### src/rtl/gpio_seq_arb.sv
// ============================================================================
// gpio_seq_arb
// ----------------------------------------------------------------------------
// Pattern sequencer and bus arbiter in front of a 15-bit GPIO port's
// register bus (AD/DI/rw/cs).
//
// The sequencer replays up to 2^DEPTH_LOG2 15-bit words out of a small
// pattern RAM. Each word is emitted as two GPIO output-latch writes:
// AD=00 carries bits 14:8 and AD=01 carries bits 7:0. Successive words are
// spaced by a programmable step period of DIV+3 clocks. The CPU shares the
// GPIO bus and always wins. A sequencer write that finds the bus taken
// simply waits, so no write is ever lost. The sequencer only touches the
// output latch and never the direction register.
//
// The block is also an 8-register peripheral on the CPU bus:
//   0 CTRL    b0 RUN, b1 LOOP, b2 BUSY (RO), b3 DONE (W1C), b4 IRQEN
//   1 DIV_HI  step divider, high byte
//   2 DIV_LO  step divider, low byte
//   3 LEN     pattern length (low DEPTH_LOG2 bits, 0 = full depth)
//   4 PTR     RAM pointer
//   5 DATA_HI bits 6:0 staged as word bits 14:8
//   6 DATA_LO write: RAM[PTR] = {DATA_HI, DI}, PTR++ (wraps)
//             read : low byte of RAM[PTR]
//   7 STEP    RO, current step index
//
// Parameters
//   DEPTH_LOG2  log2 of the number of pattern RAM entries (1..8)
//   DIV_W       step-period counter width (at most 16)
//
// Ports
//   clk, rst                 clock, asynchronous active-high reset
//   AD, DI, DO, rw, cs       sequencer register bus (DO is combinational on AD)
//   cpu_gpio_AD/DI/rw/cs     CPU side of the shared GPIO bus
//   gpio_AD/DI/rw/cs         arbitrated GPIO bus (combinational mux)
//   irq                      done interrupt
//
// Configuration
//   SEQ_IRQ_EN  when defined, irq is a registered DONE & IRQEN and a DONE
//               W1C clears it. When undefined, irq is tied low and IRQEN
//               reads back as 0.
// ============================================================================
module gpio_seq_arb #(
    parameter int DEPTH_LOG2 = 4,
    parameter int DIV_W      = 16
) (
    input  logic       clk,
    input  logic       rst,
    input  logic [2:0] AD,
    input  logic [7:0] DI,
    output logic [7:0] DO,
    input  logic       rw,
    input  logic       cs,
    input  logic [1:0] cpu_gpio_AD,
    input  logic [7:0] cpu_gpio_DI,
    input  logic       cpu_gpio_rw,
    input  logic       cpu_gpio_cs,
    output logic [1:0] gpio_AD,
    output logic [7:0] gpio_DI,
    output logic       gpio_rw,
    output logic       gpio_cs,
    output logic       irq
);

    localparam int DEPTH = 1 << DEPTH_LOG2;

    localparam logic [2:0] A_CTRL    = 3'd0;
    localparam logic [2:0] A_DIV_HI  = 3'd1;
    localparam logic [2:0] A_DIV_LO  = 3'd2;
    localparam logic [2:0] A_LEN     = 3'd3;
    localparam logic [2:0] A_PTR     = 3'd4;
    localparam logic [2:0] A_DATA_HI = 3'd5;
    localparam logic [2:0] A_DATA_LO = 3'd6;
    localparam logic [2:0] A_STEP    = 3'd7;

    localparam logic [DEPTH_LOG2-1:0] IDX_ONE = DEPTH_LOG2'(1);
    localparam logic [DIV_W-1:0]      CNT_ONE = DIV_W'(1);

    typedef enum logic [1:0] {
        S_IDLE  = 2'd0,
        S_WR_HI = 2'd1,
        S_WR_LO = 2'd2,
        S_WAIT  = 2'd3
    } state_t;

    // ------------------------------------------------------------------
    // State and configuration registers
    // ------------------------------------------------------------------
    state_t                r_state;
    logic                  r_run;
    logic                  r_done;
    logic                  r_loop;
    logic [7:0]            r_div_hi;
    logic [7:0]            r_div_lo;
    logic [DEPTH_LOG2-1:0] r_len;
    logic [DEPTH_LOG2-1:0] r_ptr;
    logic [DEPTH_LOG2-1:0] r_step;
    logic [6:0]            r_hi;
    logic [DIV_W-1:0]      r_cnt;
    logic [14:0]           r_ram [DEPTH];

    // ------------------------------------------------------------------
    // Register-bus decode and datapath helpers
    // ------------------------------------------------------------------
    logic                  w_wr;
    logic                  w_wr_ctrl;
    logic                  w_wr_div_hi;
    logic                  w_wr_div_lo;
    logic                  w_wr_len;
    logic                  w_wr_ptr;
    logic                  w_wr_data_hi;
    logic                  w_wr_data_lo;
    logic                  w_busy;
    logic                  w_bus_free;
    logic                  w_last_step;
    logic                  w_start;
    logic                  w_done_set;
    logic                  w_done_clr;
    logic                  w_irqen;
    logic                  w_drive_hi;
    logic                  w_drive_lo;
    logic [14:0]           w_cur_word;
    logic [15:0]           w_div;

    assign w_wr         = cs & ~rw;
    assign w_wr_ctrl    = w_wr & (AD == A_CTRL);
    assign w_wr_div_hi  = w_wr & (AD == A_DIV_HI);
    assign w_wr_div_lo  = w_wr & (AD == A_DIV_LO);
    assign w_wr_len     = w_wr & (AD == A_LEN);
    assign w_wr_ptr     = w_wr & (AD == A_PTR);
    assign w_wr_data_hi = w_wr & (AD == A_DATA_HI);
    assign w_wr_data_lo = w_wr & (AD == A_DATA_LO);

    assign w_busy      = (r_state != S_IDLE);
    assign w_bus_free  = ~cpu_gpio_cs;
    assign w_div       = {r_div_hi, r_div_lo};
    assign w_cur_word  = r_ram[r_step];

    // LEN=0 wraps to all-ones here, which is exactly the full-depth case.
    assign w_last_step = (r_step == (r_len - IDX_ONE));

    // Only a genuine 0->1 edge of RUN from IDLE starts a run. A RUN=1
    // written while still busy never restarts the pattern.
    assign w_start    = w_wr_ctrl & DI[0] & ~r_run & (r_state == S_IDLE);

    // A run ends normally only when the final low-byte write actually lands.
    assign w_done_set = (r_state == S_WR_LO) & w_bus_free & r_run &
                        w_last_step & ~r_loop;
    assign w_done_clr = w_wr_ctrl & DI[3];

    // The high-byte write is suppressed once RUN has dropped so that an
    // abort never leaves a lone high byte without its low byte. Once the
    // high byte has gone out, the low byte is always issued.
    assign w_drive_hi = (r_state == S_WR_HI) & r_run;
    assign w_drive_lo = (r_state == S_WR_LO);

    // ------------------------------------------------------------------
    // Sequencer FSM, including RUN/DONE which both CPU and FSM update
    // ------------------------------------------------------------------
    // Sequencer state machine with RUN/DONE/STEP/counter bookkeeping
    always_ff @(posedge clk or posedge rst) begin
        if (rst) begin
            r_state <= S_IDLE;
            r_run   <= 1'b0;
            r_done  <= 1'b0;
            r_step  <= '0;
            r_cnt   <= '0;
        end else begin
            // CPU side first. The FSM assignments below take priority,
            // so a DONE set beats a simultaneous W1C.
            if (w_wr_ctrl) begin
                r_run <= DI[0];
                if (DI[3]) begin
                    r_done <= 1'b0;
                end
            end

            case (r_state)
                S_IDLE: begin
                    if (w_start) begin
                        r_step  <= '0;
                        r_state <= S_WR_HI;
                    end
                end

                S_WR_HI: begin
                    if (!r_run) begin
                        r_state <= S_IDLE;
                    end else if (w_bus_free) begin
                        r_state <= S_WR_LO;
                    end
                end

                S_WR_LO: begin
                    if (w_bus_free) begin
                        r_cnt <= w_div[DIV_W-1:0];
                        if (!r_run) begin
                            // Abort: the pair is complete, stop without DONE.
                            r_state <= S_IDLE;
                        end else if (w_last_step) begin
                            if (r_loop) begin
                                r_step  <= '0;
                                r_state <= S_WAIT;
                            end else begin
                                r_done  <= 1'b1;
                                r_run   <= 1'b0;
                                r_state <= S_IDLE;
                            end
                        end else begin
                            r_step  <= r_step + IDX_ONE;
                            r_state <= S_WAIT;
                        end
                    end
                end

                S_WAIT: begin
                    if (!r_run) begin
                        r_state <= S_IDLE;
                    end else if (r_cnt == '0) begin
                        r_state <= S_WR_HI;
                    end else begin
                        r_cnt <= r_cnt - CNT_ONE;
                    end
                end

                default: begin
                    r_state <= S_IDLE;
                end
            endcase
        end
    end

    // ------------------------------------------------------------------
    // CPU-programmed configuration and pattern RAM
    // ------------------------------------------------------------------
    // Loop flag, divider, length, pointer, staged high bits and RAM writes
    always_ff @(posedge clk or posedge rst) begin
        if (rst) begin
            r_loop   <= 1'b0;
            r_div_hi <= 8'h00;
            r_div_lo <= 8'h00;
            r_len    <= '0;
            r_ptr    <= '0;
            r_hi     <= 7'h00;
            for (int i = 0; i < DEPTH; i++) begin
                r_ram[i] <= 15'h0000;
            end
        end else begin
            if (w_wr_ctrl) begin
                r_loop <= DI[1];
            end
            if (w_wr_div_hi) begin
                r_div_hi <= DI;
            end
            if (w_wr_div_lo) begin
                r_div_lo <= DI;
            end
            if (w_wr_len) begin
                r_len <= DI[DEPTH_LOG2-1:0];
            end
            if (w_wr_data_hi) begin
                r_hi <= DI[6:0];
            end
            if (w_wr_ptr) begin
                r_ptr <= DI[DEPTH_LOG2-1:0];
            end else if (w_wr_data_lo) begin
                r_ptr <= r_ptr + IDX_ONE;
            end
            if (w_wr_data_lo) begin
                r_ram[r_ptr] <= {r_hi, DI};
            end
        end
    end

    // ------------------------------------------------------------------
    // Optional done interrupt
    // ------------------------------------------------------------------
`ifdef SEQ_IRQ_EN
    logic r_irqen;
    logic r_irq;

    // IRQEN storage and registered interrupt; a DONE W1C drops irq at once
    always_ff @(posedge clk or posedge rst) begin
        if (rst) begin
            r_irqen <= 1'b0;
            r_irq   <= 1'b0;
        end else begin
            if (w_wr_ctrl) begin
                r_irqen <= DI[4];
            end
            if (w_done_clr && !w_done_set) begin
                r_irq <= 1'b0;
            end else begin
                r_irq <= r_done & r_irqen;
            end
        end
    end

    assign w_irqen = r_irqen;
    assign irq     = r_irq;
`else
    assign w_irqen = 1'b0;
    assign irq     = 1'b0;
`endif

    // ------------------------------------------------------------------
    // GPIO bus arbitration: CPU first, then the sequencer, else idle
    // ------------------------------------------------------------------
    // Combinational GPIO mux so an async reset drops gpio_cs immediately
    always_comb begin
        gpio_AD = 2'b00;
        gpio_DI = 8'h00;
        gpio_rw = 1'b1;
        gpio_cs = 1'b0;
        if (cpu_gpio_cs) begin
            gpio_AD = cpu_gpio_AD;
            gpio_DI = cpu_gpio_DI;
            gpio_rw = cpu_gpio_rw;
            gpio_cs = 1'b1;
        end else if (w_drive_hi) begin
            gpio_AD = 2'b00;
            gpio_DI = {1'b0, w_cur_word[14:8]};
            gpio_rw = 1'b0;
            gpio_cs = 1'b1;
        end else if (w_drive_lo) begin
            gpio_AD = 2'b01;
            gpio_DI = w_cur_word[7:0];
            gpio_rw = 1'b0;
            gpio_cs = 1'b1;
        end else begin
            gpio_AD = 2'b00;
            gpio_DI = 8'h00;
            gpio_rw = 1'b1;
            gpio_cs = 1'b0;
        end
    end

    // ------------------------------------------------------------------
    // Register read-back
    // ------------------------------------------------------------------
    // Read data mux, combinational on AD
    always_comb begin
        DO = 8'h00;
        case (AD)
            A_CTRL:    DO = {3'b000, w_irqen, r_done, w_busy, r_loop, r_run};
            A_DIV_HI:  DO = r_div_hi;
            A_DIV_LO:  DO = r_div_lo;
            A_LEN:     DO = 8'(r_len);
            A_PTR:     DO = 8'(r_ptr);
            A_DATA_HI: DO = {1'b0, r_hi};
            A_DATA_LO: DO = r_ram[r_ptr][7:0];
            A_STEP:    DO = 8'(r_step);
            default:   DO = 8'h00;
        endcase
    end

endmodule
### config.mk
export PLATFORM = sky130hd
export DESIGN_NAME = gpio_seq_arb
export DESIGN_NICKNAME = d
export VERILOG_FILES = /design/src/rtl/gpio_seq_arb.sv
export SDC_FILE = /design/constraint.sdc
export NUM_CORES = 1
export LEC_CHECK = 0
export ABC_AREA = 1
export CAP_MARGIN = 0
export CORE_AREA = 2 2 163 165
export DETAILED_ROUTE_END_ITERATION = 10
export DIE_AREA = 0 0 165 167
export GPL_TIMING_DRIVEN = 0
export PLACE_DENSITY = 0.88
export SLEW_MARGIN = 5
export SYNTH_ARGS = -nofsm -noshare
export SYNTH_HDL_FRONTEND = slang
export SYNTH_SLANG_ARGS = --single-unit
### constraint.sdc
create_clock -name clk -period 12.1 [get_ports clk]
set_clock_uncertainty 0.1 [all_clocks]
set_input_delay 2.42 -clock clk [delete_from_list [all_inputs] [get_ports clk]]
set_output_delay 2.42 -clock clk [all_outputs]
set_load 0.005 [all_outputs]
==> metrics <==
outcome complete, no violations; CP Max Fanout 7; syn nets 2196; multiplexer area fraction after synthesis 0%; Worst Hold Depth 2; Post-Synth Adder-Cell Area 0.637%; type of origin of the critical path input port; Placed Area 0.0166 mm²; RSZ-0062 raised after global routing no; Synth area leaders dfrtp_1 47%, nand2_1 16%, o21ai_0 8.5%, nand3_1 5.6%, o21ai_1 4.0%; clk buf depth 3; # rows 59; Synth Area in Simple Gates 26.1%; First-pass DRT Iterations 8; pin count of the biggest net entering global routing 107; register area 0.00741 mm²; root buf cell clkbuf_16; Tightest Pin Transition 1.22 ns; hold buffers post-CTS 0; worst hold path type reg2reg; clock tree sinks 296; logic gate share of total power 38.9%; detailed placer's ending HPWL 43.0 mm; ys flop type dfrtp_1; Core Area 0.0258 mm²; grt peak-use layer met2; Post-Synth XOR/XNOR Area 0.335%; Sw Pwr 1710 µW; global-route total usage across every layer 45.2%; fin. max-slew vios 0; CTS tree done; Mapped Area 0.0157 mm²; Core Util, Final 69.4%; post-synthesis compound-gate area fraction 17.7%; final setup vio count 0; Clk network pwr share 28.4%; Fillers 2165; post-route clock period utilization 60.7%; crit path time final 7.34 ns; power density over the cells 223 mW/mm²; type of the worst setup path in2out; Worst-path clk slew 0.06 ns; slew margin rel. 18.6%; Mean Syn Cell Area 7.27 µm²; die area 0.0276 mm²; switching share of total power 42.8%; Seq/Total Area, Yosys 47.2%; drt total wl 61.5 mm; maxcap violations 0; synthesis-to-finish area growth 13.9%; internal cell power 2280 µW; largest area contributor in the netlist dfrtp_1; Critical Path End Type output port; global route overflow 0; Peak supply drop 153 µV; I/O Pins 48; static leakage 0.00813 µW; PortBufs 46; flops & latches, synth 296; FMAX 136 MHz; gpl congestion 1.04; Synth top area share 47.2%; largest family of logic cells by synthesized area simple AND/OR/NAND/NOR gates; CTS buffer count 35; Worst Reg-to-Reg Cells 8; Die X-Extent 165 µm; total power 3990 µW; number of antenna-violating nets in the routed design 0; GR Layer Usage met2 66.5%; Worst EP required 9.58 ns; post-route setup slack 4.76 ns; vias in the first global route 15800; H-tree depth 2; Syn Inst Count 2161; detailed-route via count 16500; CP arrival 4.82 ns; Post-CTS Resized 0; DRT iter0 DRCs 2377; Synth Warn # 0; area of the multi-input gates 0.00704 mm²; Async S/R FF share, synth 100%; DRC violations left 0; Setup Buffers After CTS 0; final instance area 0.0179 mm²; Routed WL per cell 23.6 µm; initial antenna violation count 2; Yosys cell types 39; worst-skew pair later-pin latency 0.52 ns; worst hold slack 0.379 ns; Die Height 167 µm; Layout Nets 2281; share of layout cells above drive strength 1 5.19%; Sequential Power Share 32.7%; number of flops mapped to enable cells by yosys 0; first-pass GRT wire length 91.9 mm; Final Hold Fails 0; GRT met1 Usage 56.4%; Starting Density 60.9%; Setup WS pre-CTS 4.79 ns; vias per cell 6.34; GR Util met3 14.1%
worst paths after layout:
kind                            start    endpoint  slack (ns)
max in group asynchronous         rst  r_ram[225]        8.57
min reg2reg                r_ram[191]  r_ram[191]        0.38
max reg2reg                  r_ptr[1]  r_ram[165]        9.08
min in group asynchronous         rst  r_ram[179]        2.31
max                             AD[0]       DO[1]        4.76
min                        r_ram[191]  r_ram[191]        0.38
sequential cells by signal, indices dropped and copies added (netlist names), 2 cells and up:
name      count
r_ram       240
r_cnt        16
r_div_hi      8
r_div_lo      8
r_hi          7
r_len         4
r_ptr         4
r_step        4
r_state       2
metrics by stage:
stage	instances	TNS (ns)
after floorplan	2161	0
final	2608	0
after global placement	2542	-588.65
after CTS	2607	0
after detailed placement	2544	0
after global routing	2607	0
power by group through the flow:
| stage | Clock [µW] | Sequential [µW] | Combinational [µW] |
|---|---|---|---|
| finish | 1130 | 1300 | 1550 |
| floorplan | 0 | 1260 | 914 |
| global route | 1160 | 1320 | 1650 |
| CTS | 1130 | 1290 | 1460 |
| global placement | 0 | 1300 | 1410 |
| detailed placement | 0 | 1300 | 1440 |
worst max-delay path, cell delays in order:
cell             delay [ns]
clkdlybuf4s50_1        0.64
inv_1                  0.13
nor3_1                 0.65
nand2_1                0.12
nand3_1                0.12
nor2_1                 0.05
a21oi_1                0.16
clkdlybuf4s50_1        0.53
area by class of cell:
type	count	area share, %
diodes	1	0.0140
flip-flops and latches	296	41.4
repair buffers	48	2.88
clock inverters	13	1.07
well taps	335	2.34
inverters	166	3.52
plain buffers	151	3.52
multi-input cells	1548	39.4
clock buffers	50	5.89
per-layer routing:
metal  share of wire, %  vias up
li1                   -     7223
met1                 35     7695
met2                 43     1273
met3                 14      343
met4                8.0        4
met5               0.18        -
cell usage after synthesis, types with 2 or more instances:
| library cell | n |
|---|---|
| a21oi_1 | 50 |
| a22o_1 | 2 |
| a22oi_1 | 2 |
| a31oi_1 | 4 |
| buf_1 | 16 |
| buf_2 | 39 |
| clkbuf_1 | 94 |
| clkinv_1 | 4 |
| dfrtp_1 | 296 |
| ha_1 | 8 |
| inv_1 | 157 |
| inv_2 | 5 |
| nand2_1 | 670 |
| nand3_1 | 176 |
| nand3_2 | 2 |
| nand4_1 | 2 |
| nor2_1 | 151 |
| nor2_2 | 2 |
| nor3_1 | 4 |
| o211ai_1 | 58 |
| o21ai_0 | 267 |
| o21ai_1 | 126 |
| o221ai_1 | 4 |
| o22ai_1 | 3 |
| xor2_1 | 5 |
placed cells by master (no fill, tap or decap), types with 3 or more instances in the layout:
master / n
nand2_1: 670
buf_2: 39
o22ai_1: 3
a21oi_1: 50
clkbuf_8: 10
xor2_1: 5
inv_2: 5
clkinv_2: 3
nor3_1: 4
bufinv_16: 4
nand3_1: 176
clkdlybuf4s50_1: 46
ha_1: 8
clkbuf_1: 98
dfrtp_1: 296
o211ai_1: 58
o21ai_1: 126
o221ai_1: 4
o21ai_0: 267
clkinv_1: 4
a31oi_1: 4
clkinvlp_4: 3
nor2_1: 151
clkbuf_16: 36
buf_1: 16
inv_1: 156
logic make-up (layout without fill, tap and decap cells):
group           Yosys count  in the layout
compound gates          518            518
other cells               1              2
flops                   296            296
fa+ha+maj                 8              8
xor+xnor                  6              6
simple gates           1015           1015
buf+inv                 317            428
Note: power is estimated with default switching activity, not from simulation.
